## src/rtl/serial_add_ctrl.sv

```systemverilog
// Bit-serial add/subtract sequencer driving one time-shared full-adder cell.
// Define SADD_SUB_EN to enable two's-complement subtract via the sub input.
module serial_add_ctrl #(
   parameter int WIDTH = 4,
   parameter int CNT_W = 5
) (
   input  logic             clk,
   input  logic             rst_n,
   input  logic             ena,
   input  logic             start,
   input  logic [WIDTH-1:0] a,
   input  logic [WIDTH-1:0] b,
   input  logic             sub,
   output logic [WIDTH-1:0] sum,
   output logic             cout,
   output logic             busy,
   output logic             done
);

   typedef enum logic [1:0] {
      IDLE,
      RUN,
      DONE
   } state_t;

   state_t           state_q;
   logic [WIDTH-1:0] sa_q;
   logic [WIDTH-1:0] sb_q;
   logic [WIDTH-1:0] res_q;
   logic [WIDTH-1:0] sum_q;
   logic [CNT_W-1:0] cnt_q;
   logic             carry_q;
   logic             cout_q;
   logic             busy_q;
   logic             done_q;

   logic             h1;
   logic             c1;
   logic             s;
   logic             c2;
   logic             carry_d;
   logic [WIDTH-1:0] res_d;
   logic [WIDTH-1:0] sb_ld;
   logic             cin0;
   logic             last;

   // Two chained half adders plus the carry flop form the full-adder cell.
   always_comb begin
      h1      = sa_q[0] ^ sb_q[0];
      c1      = sa_q[0] & sb_q[0];
      s       = h1 ^ carry_q;
      c2      = h1 & carry_q;
      carry_d = c1 | c2;
      res_d   = {s, res_q[WIDTH-1:1]};
   end

   assign last = (cnt_q == CNT_W'(WIDTH - 1));

`ifdef SADD_SUB_EN
   assign sb_ld = sub ? ~b : b;
   assign cin0  = sub;
`else
   logic unused_sub;
   assign unused_sub = sub;
   assign sb_ld      = b;
   assign cin0       = 1'b0;
`endif

   always_ff @(posedge clk) begin
      if (!rst_n) begin
         state_q <= IDLE;
         sa_q    <= '0;
         sb_q    <= '0;
         res_q   <= '0;
         sum_q   <= '0;
         cnt_q   <= '0;
         carry_q <= 1'b0;
         cout_q  <= 1'b0;
         busy_q  <= 1'b0;
         done_q  <= 1'b0;
      end else if (ena) begin
         unique case (state_q)
            IDLE: begin
               if (start) begin
                  state_q <= RUN;
                  sa_q    <= a;
                  sb_q    <= sb_ld;
                  carry_q <= cin0;
                  cnt_q   <= '0;
                  res_q   <= '0;
                  busy_q  <= 1'b1;
               end
            end
            RUN: begin
               sa_q    <= sa_q >> 1;
               sb_q    <= sb_q >> 1;
               carry_q <= carry_d;
               res_q   <= res_d;
               cnt_q   <= cnt_q + CNT_W'(1);
               if (last) begin
                  state_q <= DONE;
                  sum_q   <= res_d;
                  cout_q  <= carry_d;
                  done_q  <= 1'b1;
               end
            end
            DONE: begin
               state_q <= IDLE;
               busy_q  <= 1'b0;
               done_q  <= 1'b0;
            end
            default: begin
               state_q <= IDLE;
               busy_q  <= 1'b0;
               done_q  <= 1'b0;
            end
         endcase
      end
   end

   assign sum  = sum_q;
   assign cout = cout_q;
   assign busy = busy_q;
   assign done = done_q;

endmodule

```

## config.mk

```make
export PLATFORM = sky130hd
export DESIGN_NAME = serial_add_ctrl
export DESIGN_NICKNAME = d
export VERILOG_FILES = /design/src/rtl/serial_add_ctrl.sv
export SDC_FILE = /design/constraint.sdc
export NUM_CORES = 1
export LEC_CHECK = 0
export CELL_PAD_IN_SITES_DETAIL_PLACEMENT = 2
export CELL_PAD_IN_SITES_GLOBAL_PLACEMENT = 2
export CORE_MARGIN = 1.5
export CORE_UTILIZATION = 32
export CTS_BUF_LIST = sky130_fd_sc_hd__clkbuf_16
export CTS_CLUSTER_DIAMETER = 100
export DETAILED_ROUTE_END_ITERATION = 10
export PLACE_DENSITY_LB_ADDON = 0.1
export SETUP_SLACK_MARGIN = 0.2
export SYNTH_ARGS = -nofsm -noshare
export SYNTH_HDL_FRONTEND = slang
export SYNTH_SLANG_ARGS = --single-unit
```

## constraint.sdc

```tcl
create_clock -name clk -period 3.6 [get_ports clk]
set_input_delay 0.36 -clock clk [delete_from_list [all_inputs] [get_ports clk]]
set_output_delay 0.36 -clock clk [all_outputs]
set_load 0.1 [all_outputs]
```

# ---- Word-level counts from Yosys, hierarchy flattened
# Index checks and enable logic that the tools add are counted.
dict set report classes {
  n_addsub 1
  mul 0
  div_mod_pow 0
  order_cmp 0
  n_eq_ne 4
  n_shift 0
  mux 17
  bitwise 7
  reduce_logical 7
}
# operator count
set op_table {}
lappend op_table {{$pmux 4 s2} 3}
lappend op_table {{$reduce_and 3->1} 5}
lappend op_table {{$mux 4} 3}
lappend op_table {{$pmux 5 s2} 1}
lappend op_table {{$pmux 1 s2} 3}
lappend op_table {{$add 5x1->5 const B} 1}
lappend op_table {{$eq 5x2->1 const B} 1}
lappend op_table {{$mux 5} 1}
lappend op_table {{$mux 2} 2}
lappend op_table {{$ne 2x2->1 const B} 2}
lappend op_table {{$pmux 2 s2} 1}
lappend op_table {{$mux 1} 3}
lappend op_table {{$and 1x1->1} 2}
lappend op_table {{$eq 2x1->1 const B} 1}
lappend op_table {{$logic_not 2->1} 1}
lappend op_table {{$not 1->1} 2}
lappend op_table {{$reduce_bool 2->1} 1}
lappend op_table {{$xor 1x1->1} 2}
lappend op_table {{$or 1x1->1} 1}
dict set report totals {
  ff_bits 27
  latch_bits 0
  mem_bits_rw 0
  rom_bits 0
  in_bits 13
  out_inout_bits 7
  n_memories 0
}

# ---- Logic depth before layout (Yosys ltp)
# Gate-level depths: netlist of run 1.
dict set report depth {
  depth_word 4
  depth_mapped 5
  depth_no_buf 5
}

# ---- Worst setup path before layout of run 1
# Ideal clock, no wire load.
dict set report synth_timing {
  path_kind {register to register}
  from {register cnt_q[0]}
  to {register cout_q, in the netlist cout}
  arrival_ps 1331
  t_required_ps 3528
  path_slack_ps 2198
  stages_incl_launch_ff 6
  path_buffers 0
  cell_sequence {dfxtp_1 -> ha_1 -> inv_1 -> or3_4 -> nor2_8 -> mux2i_1}
}
dict set report synth_between {
  elab_chain_cells 2
}
# item line
set synth_rtl {}
lappend synth_rtl {{from (decl)} 31} ;# logic [CNT_W-1:0] cnt_q;
lappend synth_rtl {{from (signal assigned)} 99} ;# cnt_q <= cnt_q + CNT_W'(1);
lappend synth_rtl {{$eq 5x2->1} 57} ;# assign last = (cnt_q == CNT_W'(WIDTH - 1));
lappend synth_rtl {{$reduce_and 3->1 (no line)} -}
lappend synth_rtl {{to (signal assigned)} 103} ;# cout_q <= carry_d;
lappend synth_rtl {{to (decl)} 33} ;# logic cout_q;
# No other way between the ends.
# A chain may end at the register's enable or synchronous reset.

# ---- Final worst setup path of run 1
dict set report layout_timing {
  from {register sum_q[0], in the netlist sum[0]}
  to {output port sum[0]}
}
# item line
set layout_rtl {}
lappend layout_rtl {{from (decl)} 30} ;# logic [WIDTH-1:0] sum_q;
lappend layout_rtl {{from (signal assigned)} 102} ;# sum_q <= res_d;
lappend layout_rtl {{to (decl)} 14} ;# output logic [WIDTH-1:0] sum,
# No word-level cell between the ends.

==> run summary, run 1 <==
* complete, no violations — result of the run
* 5 — reg2reg path depth
* 0 — hold_buf cts
* sky130_fd_sc_hd__nand2_1 (36), sky130_fd_sc_hd__dfxtp_1 (26), sky130_fd_sc_hd__clkdlybuf4s50_1 (18) — commonest cells after routing, fill and taps aside
* 0 — count of max-cap constraint violations
* 970 — via count
* 0.00393 mm2 — DIE AREA
* 1 — Worst Path Buf+Inv
* flip-flop to output port — Setup CP Type
* 1.50 ns — setup ws final
* 1 — Crit. path cell count
* 0 — final slew viol count
* 0 — Antenna Diode Count
* 0.26 ns — clock latency on the worst-skew pair
* 3.24 ns — WP data required
* 151 — Mapped Nets
* 4.90 — Via density
* 2270 um — hpwl dp
* done — clock tree from TritonCTS
* 0.585 — final clock period utilization by the worst path
* 0.00193 ns — Final Skew
* 475 mW/mm2 — pwr/cell area
* 0 — cts repair resizes
* 1.74 ns — signal arrival time at the worst endpoint
* 0 — antenna viol nets, final
* 1.95 ns — setup slack of the worst register-to-register path
* sky130_fd_sc_hd__dfxtp_1 — top flip-flop cell by instance count after synthesis
* 0.0658 — proportion of layout cells with a drive suffix above 1
* 0.00339 mm2 — core footprint
* sky130_fd_sc_hd__nand2_1 — most common cell after layout, fill and taps aside
* 3 — CTS buffer count
* 0.00136 mm2 — standard cell area after detailed placement
* cnt_q[0] — launch instance of the worst register-to-register path
* 0.07 ns — clock transition at the registers of the reported paths
* 0 — share of synthesized registers carrying an async set or reset
* 3 — first-pass iteration count of the detailed router
* 1 — number of H-tree levels
* 0.337 — effective utilization at floorplan
* sum[0] — origin of the worst setup path
* 0 — total of warnings raised by yosys
* clkdlybuf4s50_1 — worst path cell trace
* 0 — antenna violations before repair
* 0.00146 mm2 — post-route design area
* 5090 um — global-route wire length before repair
* 0 — total count of hold-check failures in the final report
* 18 — number of I/O port buffers
* sky130_fd_sc_hd__clkbuf_16 — Clock Tree Root
* 1.14 ns — Worst path max stage delay
* 1,035 — vias in the first global route
* flip-flop — sort of element at the start of the critical path
* 0 ns — Total Negative Setup Slacks
* 62.7 um — width of the die
* 2.10 ns — time the final worst path needs with I/O delays and setup
* 0.694 mW — total power
* 21 — Core Rows
* 28 — Distinct cells, synth
* 26 — count of state elements after synthesis
* 0.169 — global router's overall resource usage
* 28.1% — Layout Area Growth over Synthesis
* flip-flop to flip-flop — worst min-delay path class
* 1.51 ns — worst-case setup slack after placement
* 0.973 ns — transition time at the pin with the least slew margin
* 0.349 — worst slew margin relative to its limit
* 0.456 — fraction of the yosys area taken by sequential cells
* 168 — final-stage net count
* 0.206 mV — maximum vdd drop
* 17 — drt first-iter violations
* 20 — number of ports placed on the die boundary
* 0.764 — GP Congestion
* 0.00114 mm2 — Syn Std Cell Area
* buffers and inverters — gate family responsible for the most delay along the worst path
* 0 — number of synthesized flops with an enable pin
* 26 — number of clock sinks seen by CTS
* sky130_fd_sc_hd__clkdlybuf4s50_1 — standard cell with the maximum stage delay on the critical path
* 2970 um — wire length reported by the detailed router
* 0 — final setup violating endpoints
* 0.475 GHz — Fmax
* 2 — Longest Clk Path Bufs
* no — RSZ-0062 raised after global routing
* 62.7 um — Die Height
* 2 — critical-path maximum fanout
* 0.535 nW — cell leakage power
* output port — Critical Path End Type
* 0 — number of remaining DRC errors
* sum[2] — destination of the worst register-to-register timing path
* 8.39 um2 — Post-Syn Area per Cell
* 21 — pin count of the biggest net entering global routing
* sum[0] — critical path endpoint
* 0 — total global routing overflow
* 0 — Post-CTS Setup Repair Bufs
* 136 — Post-Syn Instances
* 15.0 um — Routed wire per std cell
[cell usage after synthesis (2+ instances only)]
master                     instances  share of area
sky130_fd_sc_hd__nand3_1           8          0.035
sky130_fd_sc_hd__a311oi_1          6          0.046
sky130_fd_sc_hd__clkbuf_1          4          0.013
sky130_fd_sc_hd__inv_1             4          0.013
sky130_fd_sc_hd__a21oi_1           4          0.018
sky130_fd_sc_hd__mux2i_1           6          0.053
sky130_fd_sc_hd__nand2_1          36           0.12
sky130_fd_sc_hd__xnor2_1           2          0.015
sky130_fd_sc_hd__nor2_1           17          0.056
sky130_fd_sc_hd__a21boi_0          4          0.026
sky130_fd_sc_hd__buf_2             3          0.013
sky130_fd_sc_hd__dfxtp_1          26           0.46
[state kept, by name (all words and copies together), names as in the netlist]
signal / cells
state_q: 2
done: 1
busy: 1
sb_q: 4
sa_q: 4
cout: 1
sum: 4
res_q: 3
carry_q: 1
cnt_q: 5
[per-stage QoR]
step | util | hold WS, ns | cells
after CTS | 0.431 | 0.483 | 198
after global placement | 0.400 | 0.440 | 194
after detailed placement | 0.400 | 0.468 | 194
final | 0.431 | 0.476 | 198
after floorplan | - | 0.432 | 136
after global routing | 0.431 | 0.502 | 198
[layout make-up]
cell class                      instances  area (um2)
Fill cell                             379        1930
Multi-Input combinational cell         99         576
Timing Repair Buffer                   19         188
Clock buffer                            3        75.1
Clock inverter                          1        30.0
Inverter                                4        15.0
Tap cell                               46        57.6
Sequential cell                        26         520
[worst min path at each step]
| stage | start | end | slack, ns | cells after the start |
|---|---|---|---|---|
| 2_1_floorplan | res_q[1] | res_q[1] | 0.43 | 2 |
| 3_3_place_gp | sum[2] | sum[2] | 0.44 | 2 |
| 3_5_place_dp | cout | cout | 0.47 | 2 |
| 4_1_cts | sum[1] | sum[1] | 0.48 | 2 |
| 5_1_grt | sum[0] | sum[0] | 0.50 | 2 |
| 6_report | sum[3] | sum[3] | 0.48 | 2 |
[where the power goes]
part	internal, mW	total, mW	leakage (nW)	switching [mW]
sequential	0.297	0.303	0.211	0.00621
combinational	0.0259	0.0651	0.273	0.0391
clock	0.221	0.326	0.0511	0.105
[metal layers]
metal | wire (um) | global-route usage | vias up
met1 | 1330 | 0.204 | 466
met2 | 1510 | 0.298 | 14
met5 | 0 | 0 | -
met4 | 44 | 0.0583 | 0
li1 | - | - | 485
met3 | 76 | 0.0342 | 5
[kinds of logic (layout without fill, tap and decap cells)]
kind of cell | after synthesis | in the layout | share of synthesized area
buffers and inverters | 11 | 27 | 0.0395
DFF | 26 | 26 | 0.456
muxes | 6 | 6 | 0.0526
and+or+nand+nor | 70 | 70 | 0.284
adders and majority gates | 2 | 2 | 0.0285
AOI/OAI and AO/OA | 18 | 18 | 0.116
xor gates and xnor gates | 3 | 3 | 0.0230
[tightest hold or removal path, stage by stage (launching register included)]
cell and delay [ns]:
sky130_fd_sc_hd__dfxtp_1 0.32, sky130_fd_sc_hd__nand2_1 0.05, sky130_fd_sc_hd__mux2i_1 0.06
Power figures use the tool's default switching activity.
==> run 2, diff against run 1 <==
--- a/config.mk
+++ b/config.mk
@@ -8,7 +8,7 @@
 export CELL_PAD_IN_SITES_DETAIL_PLACEMENT = 2
 export CELL_PAD_IN_SITES_GLOBAL_PLACEMENT = 2
 export CORE_MARGIN = 1.5
-export CORE_UTILIZATION = 32
+export CORE_UTILIZATION = 30
 export CTS_BUF_LIST = sky130_fd_sc_hd__clkbuf_16
 export CTS_CLUSTER_DIAMETER = 100
 export DETAILED_ROUTE_END_ITERATION = 10
==> constraint.sdc (replaced) <==
create_clock -name clk -period 2.1 [get_ports clk]
set_input_delay 0.21 -clock clk [delete_from_list [all_inputs] [get_ports clk]]
set_output_delay 0.21 -clock clk [all_outputs]
set_load 0.1 [all_outputs]
==> run 2 against run 1 <==
Compared with the run above:
- utilization is 3.8 points lower
- largest cell class unchanged
- highest routed layer unchanged
- sequential power is 71% higher
- hold slack worse by 0.014 ns
- count of clock-buffer cells in the layout stayed put
- largest power group is now sequential cells
- clock skew hardly changed
- critical endpoint is now sum[2]
==> run summary, run 2 (synthesis gave the netlist of run 1 again) <==
* complete, no violations — result of the run
* 5 — reg2reg path depth
* flip-flop — Critical Path End Type
* 21 — pin count of the biggest net entering global routing
* 5 — max reg flops
* 2 — Longest Clk Path Bufs
* 0 — total global routing overflow
* 0.392 — clock network power share
* 2050 um — hpwl dp
* 0 — cts repair resizes
* 6 — critical-path maximum fanout
* 0 — total count of hold-check failures in the final report
* 20 — number of ports placed on the die boundary
* 3 — CTS buffer count
* 26 — number of clock sinks seen by CTS
* 0.00418 mm2 — DIE AREA
* flip-flop to flip-flop — Setup CP Type
* 0.550 nW — cell leakage power
* 64.7 um — width of the die
* flip-flop to flip-flop — worst min-delay path class
* 0.226 — Net Sw Frac
* 958 — vias in the first global route
* 0 ns — Total Negative Setup Slacks
* 1.58 ns — time the final worst path needs with I/O delays and setup
* 4520 um — global-route wire length before repair
* 2730 um — wire length reported by the detailed router
* 973 — via count
* 26 — drt first-iter violations
* 0.312 — effective utilization at floorplan
* 0.25 ns — clock latency on the worst-skew pair
* 0 — antenna violations before repair
* no — RSZ-0062 raised after global routing
* 0.631 GHz — Fmax
* 0.123 — proportion of layout cells with a drive suffix above 1
* 0.463 ns — minimum hold slack
* 64.7 um — Die Height
* 0.515 ns — setup ws final
* 0.00366 mm2 — core footprint
* sky130_fd_sc_hd__nand2_1 — most common cell after layout, fill and taps aside
* 726 mW/mm2 — pwr/cell area
* 0.808 mW — internal portion of total power
* 0.141 — global router's overall resource usage
* 0 — final setup violating endpoints
* 1.77 ns — signal arrival time at the worst endpoint
* 0 — Antenna Diode Count
* 0 — count of max-cap constraint violations
* 0.367 ns — worst-case setup slack after placement
* cnt_q — largest reg by FF count
* 0.444 ns — transition time at the pin with the least slew margin
* done — clock tree from TritonCTS
* 4 — first-pass iteration count of the detailed router
* 0.00136 mm2 — standard cell area after detailed placement
* 0.260 mV — maximum vdd drop
* 0.06 ns — clock transition at the registers of the reported paths
* 0.393 — post-layout utilization of the core
* sky130_fd_sc_hd__nand2_1 (36), sky130_fd_sc_hd__dfxtp_1 (26), sky130_fd_sc_hd__nor2_1 (17) — commonest cells after routing, fill and taps aside
* 0.701 — worst slew margin relative to its limit
* 22 — Core Rows
* 0 — Post-CTS Setup Repair Bufs
* 0 — hold_buf cts
* 18 — number of I/O port buffers
* 2 — cell depth of the worst hold path
* 0.111 — combinational power share
* sky130_fd_sc_hd__clkbuf_16 — Clock Tree Root
* 0 — number of remaining DRC errors
* 0.236 mW — power dissipated by switching net loads
* 0.497 — Seq pwr share
* 0 — final slew viol count
* 1 — number of H-tree levels
* 0.00238 ns — Final Skew
* 26.1% — Layout Area Growth over Synthesis
* flip-flop — sort of element at the start of the critical path
* 0.717 — GP Congestion
* 0.755 — final clock period utilization by the worst path
* 4.82 — Via density
* 13.5 um — Routed wire per std cell
* 0.00144 mm2 — post-route design area
* 2.28 ns — WP data required
* 171 — final-stage net count
* 0 — antenna viol nets, final
-- run 2: metal layers --
metal,vias up,GRT usage,wire length (um)
met5,-,0,0
li1,493,-,-
met4,0,0.0399,18
met3,2,0.0260,77
met1,464,0.182,1250
met2,14,0.240,1380
-- run 2: worst paths after layout --
path	to	slack, ns	start
worst min-delay path	sum[1]	0.46	sum[1]
worst max-delay path	sum[2]	0.52	cnt_q[0]
worst max register to register	sum[2]	0.52	cnt_q[0]
worst min register to register	sum[1]	0.46	sum[1]
-- run 2: layout make-up --
cell class / instances / area (um2)
Fill cell: 416 / 2220
Multi-Input combinational cell: 99 / 576
Sequential cell: 26 / 520
Timing Repair Buffer: 22 / 193
Clock buffer: 3 / 75.1
Tap cell: 48 / 60.1
Inverter: 4 / 15.0
-- run 2: worst max-delay path, stage by stage (launching register included) --
cell                      delay, ns
sky130_fd_sc_hd__dfxtp_1       0.38
sky130_fd_sc_hd__ha_1          0.22
sky130_fd_sc_hd__inv_1         0.08
sky130_fd_sc_hd__or3_4         0.43
sky130_fd_sc_hd__nor2_8        0.19
sky130_fd_sc_hd__mux2i_1       0.21
-- run 2: power by group through the flow --
stage / clock network [mW] / registers, mW / logic [mW]
after detailed placement: 0 / 0.530 / 0.118
after CTS: 0.429 / 0.519 / 0.119
final: 0.410 / 0.519 / 0.116
after global routing: 0.445 / 0.521 / 0.129
after global placement: 0 / 0.529 / 0.115
after floorplan: 0 / 0.537 / 0.0623
-- run 2: stage by stage --
stage | cells | power, mW
global route | 202 | 1.10
CTS | 202 | 1.07
finish | 202 | 1.04
detailed placement | 199 | 0.649
global placement | 199 | 0.645
floorplan | 136 | 0.599
